==> src/rtl/dmem_arb_pkg.sv <==
`default_nettype none
// ============================================================================
// Module   : dmem_arb_pkg
// Purpose  : Shared definitions for the datamem arbiter: the memory geometry
//            that matches the datamem block, the lock state encoding and a
//            modulo-N increment helper used by the round-robin pointer.
// Contents : DMEM_AW, DMEM_DW, lock_state_t, rr_inc()
// Options  : lock_state_t is only used when DMEM_ARB_LOCK_EN is defined.
// Revision : 1.0 - initial release
// ============================================================================
package dmem_arb_pkg;

  localparam int DMEM_AW = 8;
  localparam int DMEM_DW = 16;

  typedef enum logic [0:0] {
    UNLOCKED = 1'b0,
    LOCKED   = 1'b1
  } lock_state_t;

  // Next index after idx, wrapping at n.
  function automatic int rr_inc(input int idx, input int n);
    return (idx + 1) % n;
  endfunction

endpackage : dmem_arb_pkg
`default_nettype wire

==> src/rtl/dmem_rr_pick.sv <==
`default_nettype none
// ============================================================================
// Module   : dmem_rr_pick
// Purpose  : Combinational round-robin picker. Scans req starting at ptr,
//            wrapping modulo NREQ; the first set bit wins.
// Ports    : req    in  NREQ  eligible requests
//            ptr    in  PW    index with highest priority this cycle
//            gnt    out NREQ  one-hot grant (0 when req=0)
//            winner out PW    index of the granted requester (0 when none)
//            any    out 1     at least one request present
// Revision : 1.0 - initial release
// ============================================================================
module dmem_rr_pick #(
  parameter int NREQ = 2,
  parameter int PW   = (NREQ > 1) ? $clog2(NREQ) : 1
) (
  input  logic [NREQ-1:0] req,
  input  logic [PW-1:0]   ptr,
  output logic [NREQ-1:0] gnt,
  output logic [PW-1:0]   winner,
  output logic            any
);

  logic [PW-1:0] idx;

  // Walk the scan order backwards so the last hit assigned is the first one
  // in priority order; this avoids a loop break.
  always_comb begin
    gnt    = '0;
    winner = '0;
    idx    = '0;
    any    = |req;
    for (int k = NREQ - 1; k >= 0; k--) begin
      idx = PW'((int'(ptr) + k) % NREQ);
      if (req[idx]) begin
        winner = idx;
      end
    end
    if (any) begin
      gnt = NREQ'(1) << winner;
    end
  end

endmodule : dmem_rr_pick
`default_nettype wire

==> src/rtl/dmem_arbiter.sv <==
`default_nettype none
// ============================================================================
// Module   : dmem_arbiter
// Purpose  : Shares the single-port datamem (async read, write on rising clk
//            when en=1) between NREQ requesters with round-robin priority.
//            At most one access per cycle; read data is registered and
//            tagged to the requester that issued it.
// Ports    : clk, reset (async, active-high)
//            req/we/lock [NREQ], addr [NREQ*AW], wdata [NREQ*DW]  requesters
//            gnt [NREQ] one-hot grant, rdata [DW], rvalid [NREQ]   responses
//            mem_en, mem_addr, mem_wdata -> datamem; mem_rdata <- datamem
// Options  : DMEM_ARB_LOCK_EN - enables the lock FSM for atomic
//            read-modify-write; without it lock is ignored.
// Revision : 1.0 - initial release
// ============================================================================
module dmem_arbiter
  import dmem_arb_pkg::*;
#(
  parameter int NREQ     = 2,
  parameter int AW       = DMEM_AW,
  parameter int DW       = DMEM_DW,
  parameter int LOCK_MAX = 8
) (
  input  logic             clk,
  input  logic             reset,
  input  logic [NREQ-1:0]    req,
  input  logic [NREQ-1:0]    we,
  input  logic [NREQ*AW-1:0] addr,
  input  logic [NREQ*DW-1:0] wdata,
  input  logic [NREQ-1:0]    lock,
  output logic [NREQ-1:0]    gnt,
  output logic [DW-1:0]      rdata,
  output logic [NREQ-1:0]    rvalid,
  output logic             mem_en,
  output logic [AW-1:0]      mem_addr,
  output logic [DW-1:0]      mem_wdata,
  input  logic [DW-1:0]      mem_rdata
);

  localparam int PW = (NREQ > 1) ? $clog2(NREQ) : 1;

  logic [PW-1:0]   ptr;
  logic [PW-1:0]   ptr_nxt;
  logic [PW-1:0]   winner;
  logic [NREQ-1:0] elig;
  logic [NREQ-1:0] pick_gnt;
  logic            any_pick;
  logic            any_gnt;
  logic            is_read;

`ifdef DMEM_ARB_LOCK_EN
  localparam int            CW       = $clog2(LOCK_MAX + 1);
  // Counter value seen in the final permitted locked cycle: the entry cycle
  // plus LOCK_MAX-1 locked cycles gives LOCK_MAX consecutive owner grants.
  localparam logic [CW-1:0] CNT_LAST = CW'(LOCK_MAX - 1);

  lock_state_t     lock_state;
  lock_state_t     lock_state_nxt;
  logic [PW-1:0]   owner;
  logic [PW-1:0]   owner_nxt;
  logic [CW-1:0]   lock_cnt;
  logic [CW-1:0]   lock_cnt_nxt;
  logic [NREQ-1:0] owner_mask;

  assign owner_mask = NREQ'(1) << owner;
  // While locked only the owner may be granted.
  assign elig = (lock_state == LOCKED) ? (req & owner_mask) : req;

  always_ff @(posedge clk or posedge reset) begin
    if (reset) begin
      lock_state <= UNLOCKED;
      owner      <= '0;
      lock_cnt   <= '0;
    end else begin
      lock_state <= lock_state_nxt;
      owner      <= owner_nxt;
      lock_cnt   <= lock_cnt_nxt;
    end
  end

  always_comb begin
    lock_state_nxt = lock_state;
    owner_nxt      = owner;
    lock_cnt_nxt   = lock_cnt;
    ptr_nxt        = ptr;
    case (lock_state)
      UNLOCKED: begin
        if (any_gnt) begin
          ptr_nxt = PW'(rr_inc(int'(winner), NREQ));
          if (lock[winner]) begin
            lock_state_nxt = LOCKED;
            owner_nxt      = winner;
            lock_cnt_nxt   = CW'(1);
          end
        end
      end
      LOCKED: begin
        // The owner is granted whenever it requests, so "granted with lock=0"
        // reduces to lock[owner]=0. A forced release still lets this cycle's
        // grant complete; only the next cycle reopens arbitration.
        if (!req[owner] || !lock[owner] || (lock_cnt >= CNT_LAST)) begin
          lock_state_nxt = UNLOCKED;
          lock_cnt_nxt   = '0;
          ptr_nxt        = PW'(rr_inc(int'(owner), NREQ));
        end else begin
          lock_cnt_nxt = lock_cnt + CW'(1);
        end
      end
      default: begin
        lock_state_nxt = UNLOCKED;
      end
    endcase
  end
`else
  logic lock_unused;

  assign lock_unused = ^lock;
  assign elig        = req;

  always_comb begin
    ptr_nxt = ptr;
    if (any_gnt) begin
      ptr_nxt = PW'(rr_inc(int'(winner), NREQ));
    end
  end
`endif

  dmem_rr_pick #(
    .NREQ (NREQ),
    .PW   (PW)
  ) u_pick (
    .req    (elig),
    .ptr    (ptr),
    .gnt    (pick_gnt),
    .winner (winner),
    .any    (any_pick)
  );

  // Grants are suppressed while reset is high so no write can reach memory.
  assign any_gnt   = any_pick & ~reset;
  assign gnt       = any_gnt ? pick_gnt : '0;
  assign mem_en    = any_gnt & we[winner];
  assign is_read   = any_gnt & ~we[winner];
  assign mem_addr  = any_gnt ? addr[winner*AW +: AW]  : '0;
  assign mem_wdata = any_gnt ? wdata[winner*DW +: DW] : '0;

  always_ff @(posedge clk or posedge reset) begin
    if (reset) begin
      ptr <= '0;
    end else begin
      ptr <= ptr_nxt;
    end
  end

  // datamem reads asynchronously, so the read value is captured at the edge
  // that ends the grant cycle.
  always_ff @(posedge clk or posedge reset) begin
    if (reset) begin
      rdata  <= '0;
      rvalid <= '0;
    end else if (is_read) begin
      rdata  <= mem_rdata;
      rvalid <= pick_gnt;
    end else begin
      rvalid <= '0;
    end
  end

endmodule : dmem_arbiter
`default_nettype wire

==> config.mk <==
export PLATFORM = sky130hd
export DESIGN_NAME = dmem_arbiter
export DESIGN_NICKNAME = d
export VERILOG_FILES = /design/src/rtl/dmem_arb_pkg.sv /design/src/rtl/dmem_rr_pick.sv /design/src/rtl/dmem_arbiter.sv
export SDC_FILE = /design/constraint.sdc
export NUM_CORES = 1
export LEC_CHECK = 0
export ABC_AREA = 1
export CAP_MARGIN = 20
export CORE_MARGIN = 4
export CORE_UTILIZATION = 32
export DETAILED_ROUTE_END_ITERATION = 12
export GPL_ROUTABILITY_DRIVEN = 0
export HOLD_SLACK_MARGIN = 0.06
export PLACE_DENSITY = 0.85
export SLEW_MARGIN = 20
export SYNTH_ARGS = -nofsm -noshare
export SYNTH_HDL_FRONTEND = slang
export SYNTH_SLANG_ARGS = --single-unit
==> constraint.sdc <==
create_clock -name clk -period 1.95 [get_ports clk]
set_input_delay 0.39 -clock clk [delete_from_list [all_inputs] [get_ports clk]]
set_output_delay 0.39 -clock clk [all_outputs]
set_load 0.01 [all_outputs]
======== Word-level counts from Yosys, hierarchy flattened ========
Cells that the tools add are included.
storage, ports and cells
  register bits ........................... 19
  input port bits ......................... 72
  output and inout port bits .............. 45
  logic and storage cells ................. 30
operators by class
  add/sub/neg operators ................... 2
  $lt $le $gt $ge ......................... 3
  shifts and indexed selects .............. 3
  mux-type cells .......................... 13
  bitwise gates (word level) .............. 5
  reduce and logical (&&, ||, !) cells .... 1
operator list
  cell                                                 count
  variable part select 32 x 6 -> 16 bit                1
  2-to-1 mux 16 bit                                    1
  variable part select 16 x 5 -> 8 bit                 1
  2-to-1 mux 1 bit                                     8
  2-to-1 mux 8 bit                                     1
  < comparator 1 x 2 -> 1 bit (second input constant)  3
  2-to-1 mux 2 bit                                     3
  AND 1 bit                                            3
  adder 1 bit (second input constant)                  2
  inverter 1 bit                                       2
  OR reduction 2 bit                                   1
  left shift 1 x 1 -> 2 bit (first input constant)     1

======== Longest topological paths before layout ========
  depth after elaboration ................. 10
  depth in mapped cells ................... 8
  gate-level depth less buffers ........... 7

======== By module ========
From an unflattened synthesis, not the netlist that was laid out.
unflattened totals
  cell total of the unflattened synthesis .. 179
  area total of the unflattened synthesis .. 1251.2 um2
modules (own cells, without submodules)
  module        instances  cells an instance  area each (um2)  seq. area each (um2)
  dmem_arbiter  1          172                1221.2           475.5
  dmem_rr_pick  1          7                  30.0             0.0

======== Least setup slack after synthesis ========
No wires, ideal clock.
  kind .................................... input -> output
  start ................................... in req[0]
  end ..................................... out mem_wdata[10]
  data arrival time ....................... 1.094 ns
  required time ........................... 1.560 ns
  slack ................................... 0.466 ns
  stages .................................. 7
  buffers on the path ..................... 2
  cells stage by stage .................... nand2_1 -> nand2_2 -> buf_6 -> inv_6 -> buf_6 -> nor2_1 -> nor2_1
on the way
  cells in the longest elaborated chain, start to end .. 6
  elaborated cells on any way between the ends .. 10
  classes of those cells .................. shift: 1; mux: 7; bitwise: 1; reduce/logical: 1
ends and longest elaborated chain
  what                                                  RTL line             RTL
  start, declared                                       dmem_arbiter.sv:26   input logic [NREQ-1:0] req,
  2-to-1 mux 1 bit (not written as such) (2 in series)  dmem_rr_pick.sv:35   if (req[idx]) begin
  2-to-1 mux 1 bit (2 in series)                        dmem_rr_pick.sv:35
  variable part select 32 x 6 -> 16 bit                 dmem_arbiter.sv:145  assign mem_wdata = any_gnt ? wdata[winner*DW +: DW] : '0;
  2-to-1 mux 16 bit (*)                                 dmem_arbiter.sv:145
  end, declared                                         dmem_arbiter.sv:36   output logic [DW-1:0] mem_wdata,
Every way passes the cells marked *; elsewhere a longest branch is shown, timed or not. The select of a mux whose other input is x is not followed.

======== Worst setup path in the final report ========
  start ................................... in req[1]
  end ..................................... out mem_wdata[8]
The elaborated chain is that of the path after synthesis.

==> impl_metrics.py <==
metrics = {
    "worst_setup_path": {
        "regToRegStartpoint": "ptr",
        "timing.reg2reg.worst_path_depth": 9,
        "critical_path.startpoint_type": "input port",
        "critical_path.endpoint_type": "output pin",
        "cp.arrival_ns": 1.45,
        "cp_num_buf_inv": 3,
        "critical_path.top_delay_family": "buffers and inverters",
        "critical_path.max_fanout": 11,
        "ff2ff_setup_slack_ns": 0.46,
        "crit_required_ns": 1.56,
        "timing.critical_path.cells": "dlygate4sd2_1 -> nor2_4 -> nor2_8 -> buf_4 -> o21ai_1 -> nor2_1 -> clkdlybuf4s15_1",
        "crit_path_top_delay_cell": "sky130_fd_sc_hd__dlygate4sd2_1",
        "slowest_stage_delay_on_critical_path_ns": 0.32,
        "path_class": "input port to output pin",
        "ff_to_ff_end": "rdata[10]",
    },
    "clock_tree": {
        "max-clock-path-buffers": 2,
        "cts-htree-levels": 1,
        "cts_inserted_buffers": 3,
        "cts_sinks": 19,
        "clock-root-buffer": "sky130_fd_sc_hd__clkbuf_8",
        "clock_insertion_delay_worst_skew_ns": 0.25,
        "cts_setup_buffers": 0,
        "path_clk_slew_ns": 0.07,
        "ctsHoldBuffers": 0,
        "cts_tree": "done",
    },
    "floorplan": {
        "row_count": 22,
        "die-width_um": 69.78,
        "ioPinCount": 117,
        "dieArea_um2": 4869,
        "floorplan.initialDensity": 0.3336,
        "die_height_um": 69.78,
        "floorplan.core_area_um2": 3661,
    },
    "status": {
        "outcome": "completed",
    },
    "worst_hold_path": {
        "whs_endpoint": "rdata[7]",
        "holdCritStartpoint": "rdata[7]",
        "holdPathStages": 2,
        "hold_path_class": "flip-flop to flip-flop",
    },
    "timing": {
        "timing.final.crit_share": 0.9461,
        "skew_ns": 0.003476,
        "finalCriticalPeriod_ns": 1.845,
        "final_hold_viol_count": 0,
        "min_hold_slack_ns": 0.4724,
        "fmax_mhz": 542.0,
        "setup_ws_ns": 0.1050,
        "maxSlewHeadroom": 0.8323,
        "finalMaxSlewViolations": 0,
        "finalSetupViolations": 0,
        "grt_setup_unrepaired": "no",
        "timing_worst_slew_pin_value_ns": 0.2515,
    },
    "final_layout": {
        "area_growth_syn_to_layout_pct": 96.93,
        "antenna_cells": 0,
        "final.fill_count": 308,
        "drive_above_1_share": 0.1821,
        "post_layout_nonfiller_instances": 339,
        "nNetsFinal": 364,
        "postLayoutCellArea_um2": 2405,
    },
    "synth": {
        "post_synth_inst_count": 169,
        "synth.top_cells.by_count": "sky130_fd_sc_hd__nor2_1 (50), sky130_fd_sc_hd__nand2_1 (34), sky130_fd_sc_hd__dfrtp_1 (19), sky130_fd_sc_hd__o21ai_1 (17), sky130_fd_sc_hd__nand4_1 (16)",
        "synth.cell_area_um2": 1221,
        "synth_enable_flop_cells": 0,
        "synth.lib_cells_used.distinct": 19,
        "synth-main-ff-cell": "sky130_fd_sc_hd__dfrtp_1",
        "synthDominantAreaCellType": "sky130_fd_sc_hd__dfrtp_1",
        "synth.ff_latch_count": 19,
        "synthDominantCellAreaShare": 0.3893,
        "asyncSetResetFlopFracSynth": 1.000,
        "synthesis.area_per_instance_um2": 7.226,
        "post-synth-top-count-cell": "sky130_fd_sc_hd__nor2_1",
        "yosysWarnings": 0,
        "synth_fp_nets": 241,
        "synth.top_cells.by_area": "sky130_fd_sc_hd__dfrtp_1 (39%), sky130_fd_sc_hd__nor2_1 (15%), sky130_fd_sc_hd__nand2_1 (10%)",
        "share_of_synthesized_area_occupied_by_flip_flops_and_latches": 0.3893,
    },
    "global_route": {
        "antenna_found_initial": 0,
        "gr-total-overflow": 0,
        "grtUsageTotal": 0.1701,
        "grt_pass1_vias": 1514,
        "grt_pass1_wl_um": 6900,
        "grt_max_degree": 26,
    },
    "routing": {
        "detail_route.wl_per_cell_um": 12.82,
        "via_count": 1532,
        "antenna_left": 0,
        "drt_first_pass_iters": 5,
        "postRouteWirelength_um": 4346,
        "detail_route.vias_per_cell": 4.519,
        "post-route-drc-count": 0,
        "initialDrtViolationCount": 49,
    },
    "placed_design": {
        "place.port_buffers": 114,
        "postPlaceCellArea_um2": 2472,
        "place.detailed.instances": 335,
        "place_ws_ns": -0.4586,
        "hpwl_um": 3494,
    },
    "run": {
        "drv_cap": 0,
    },
    "power_and_ir_drop": {
        "power.density_cell_area_nw_per_um2": 575.4,
        "total_leakage_power_nw": 1.147,
        "ir_drop_mv": 0.3127,
    },
}
-- worst max-delay path by stage --
stage                start            end  slack (ns)  cells past startpoint
floorplan           req[0]  mem_wdata[10]        0.47                      7
global placement    req[0]    mem_addr[1]       -0.46                      7
detailed placement  req[1]    mem_addr[1]       -0.46                      7
CTS                 req[1]   mem_wdata[4]        0.05                      7
global route           ptr   mem_wdata[8]       0.006                      7
finish              req[1]   mem_wdata[8]        0.11                      7
-- registers in the layout, summed over array words and instances (netlist names) --
register / cells
rvalid: 2
rdata: 16
ptr: 1
-- worst reg2reg max path: cells and delay by family (launching register included) --
family	cells	cell delay [ns]
DFF	1	0.33
buffers and inverters	3	0.43
and+or+nand+nor	6	0.60
-- power breakdown --
part | switching [mW] | internal, mW | leakage, nW | total [mW]
clock | 0.120 | 0.141 | 0.0255 | 0.262
sequential | 0.0333 | 0.462 | 0.237 | 0.495
combinational | 0.273 | 0.354 | 0.884 | 0.627
-- logic make-up (layout without fill, tap and decap cells) --
logic type / Yosys count / in the layout / share of synthesized area
buffers and inverters: 17 / 139 / 0.09733
DFF: 19 / 19 / 0.3893
AOI/OAI and AO/OA: 26 / 26 / 0.1066
and+or+nand+nor: 107 / 107 / 0.4068
-- cell type report --
class | instances | area, µm² | share of cell area
clock inverter | 1 | 5.005 | 0.002081
clock buffer | 3 | 41.29 | 0.01717
tap | 48 | 60.06 | 0.02497
multi-input combinational | 133 | 639.4 | 0.2659
inverter | 5 | 23.77 | 0.009886
sequential | 19 | 475.5 | 0.1977
timing repair buffer | 130 | 1160 | 0.4823
-- per-stage QoR --
step / util / setup TNS (ns) / total power [mW]
global placement: 0.6753 / -12.28 / 1.162
CTS: 0.6822 / 0 / 1.413
floorplan: - / 0 / 0.7582
detailed placement: 0.6753 / -12.94 / 1.175
finish: 0.6569 / 0 / 1.384
global route: 0.6569 / 0 / 1.471
-- per-layer routing --
metal	GRT usage	wire (µm)	up-vias
met1	0.1932	1697	659
met2	0.3116	2207	65
met5	0	0	-
met4	0.03830	44	0
met3	0.04928	397	4
li1	-	-	804
-- repair_timing --
action	CTS	global route
setup endpoints to repair	27	25
cloned	0	0
resized for setup	36	46
-- cells in the final DEF, fill, tap and decap left out, drive strengths merged --
cell	instances
clkdlybuf4s50	84
dlygate4sd2	5
clkdlybuf4s15	1
a21oi	1
nor3	1
nand3	2
inv	5
clkbuf	27
nand4	16
buf	16
dfrtp	19
o21ai	25
nor2	52
clkinv	1
nand2	36
No activity file was read; power rests on OpenSTA's default activity.
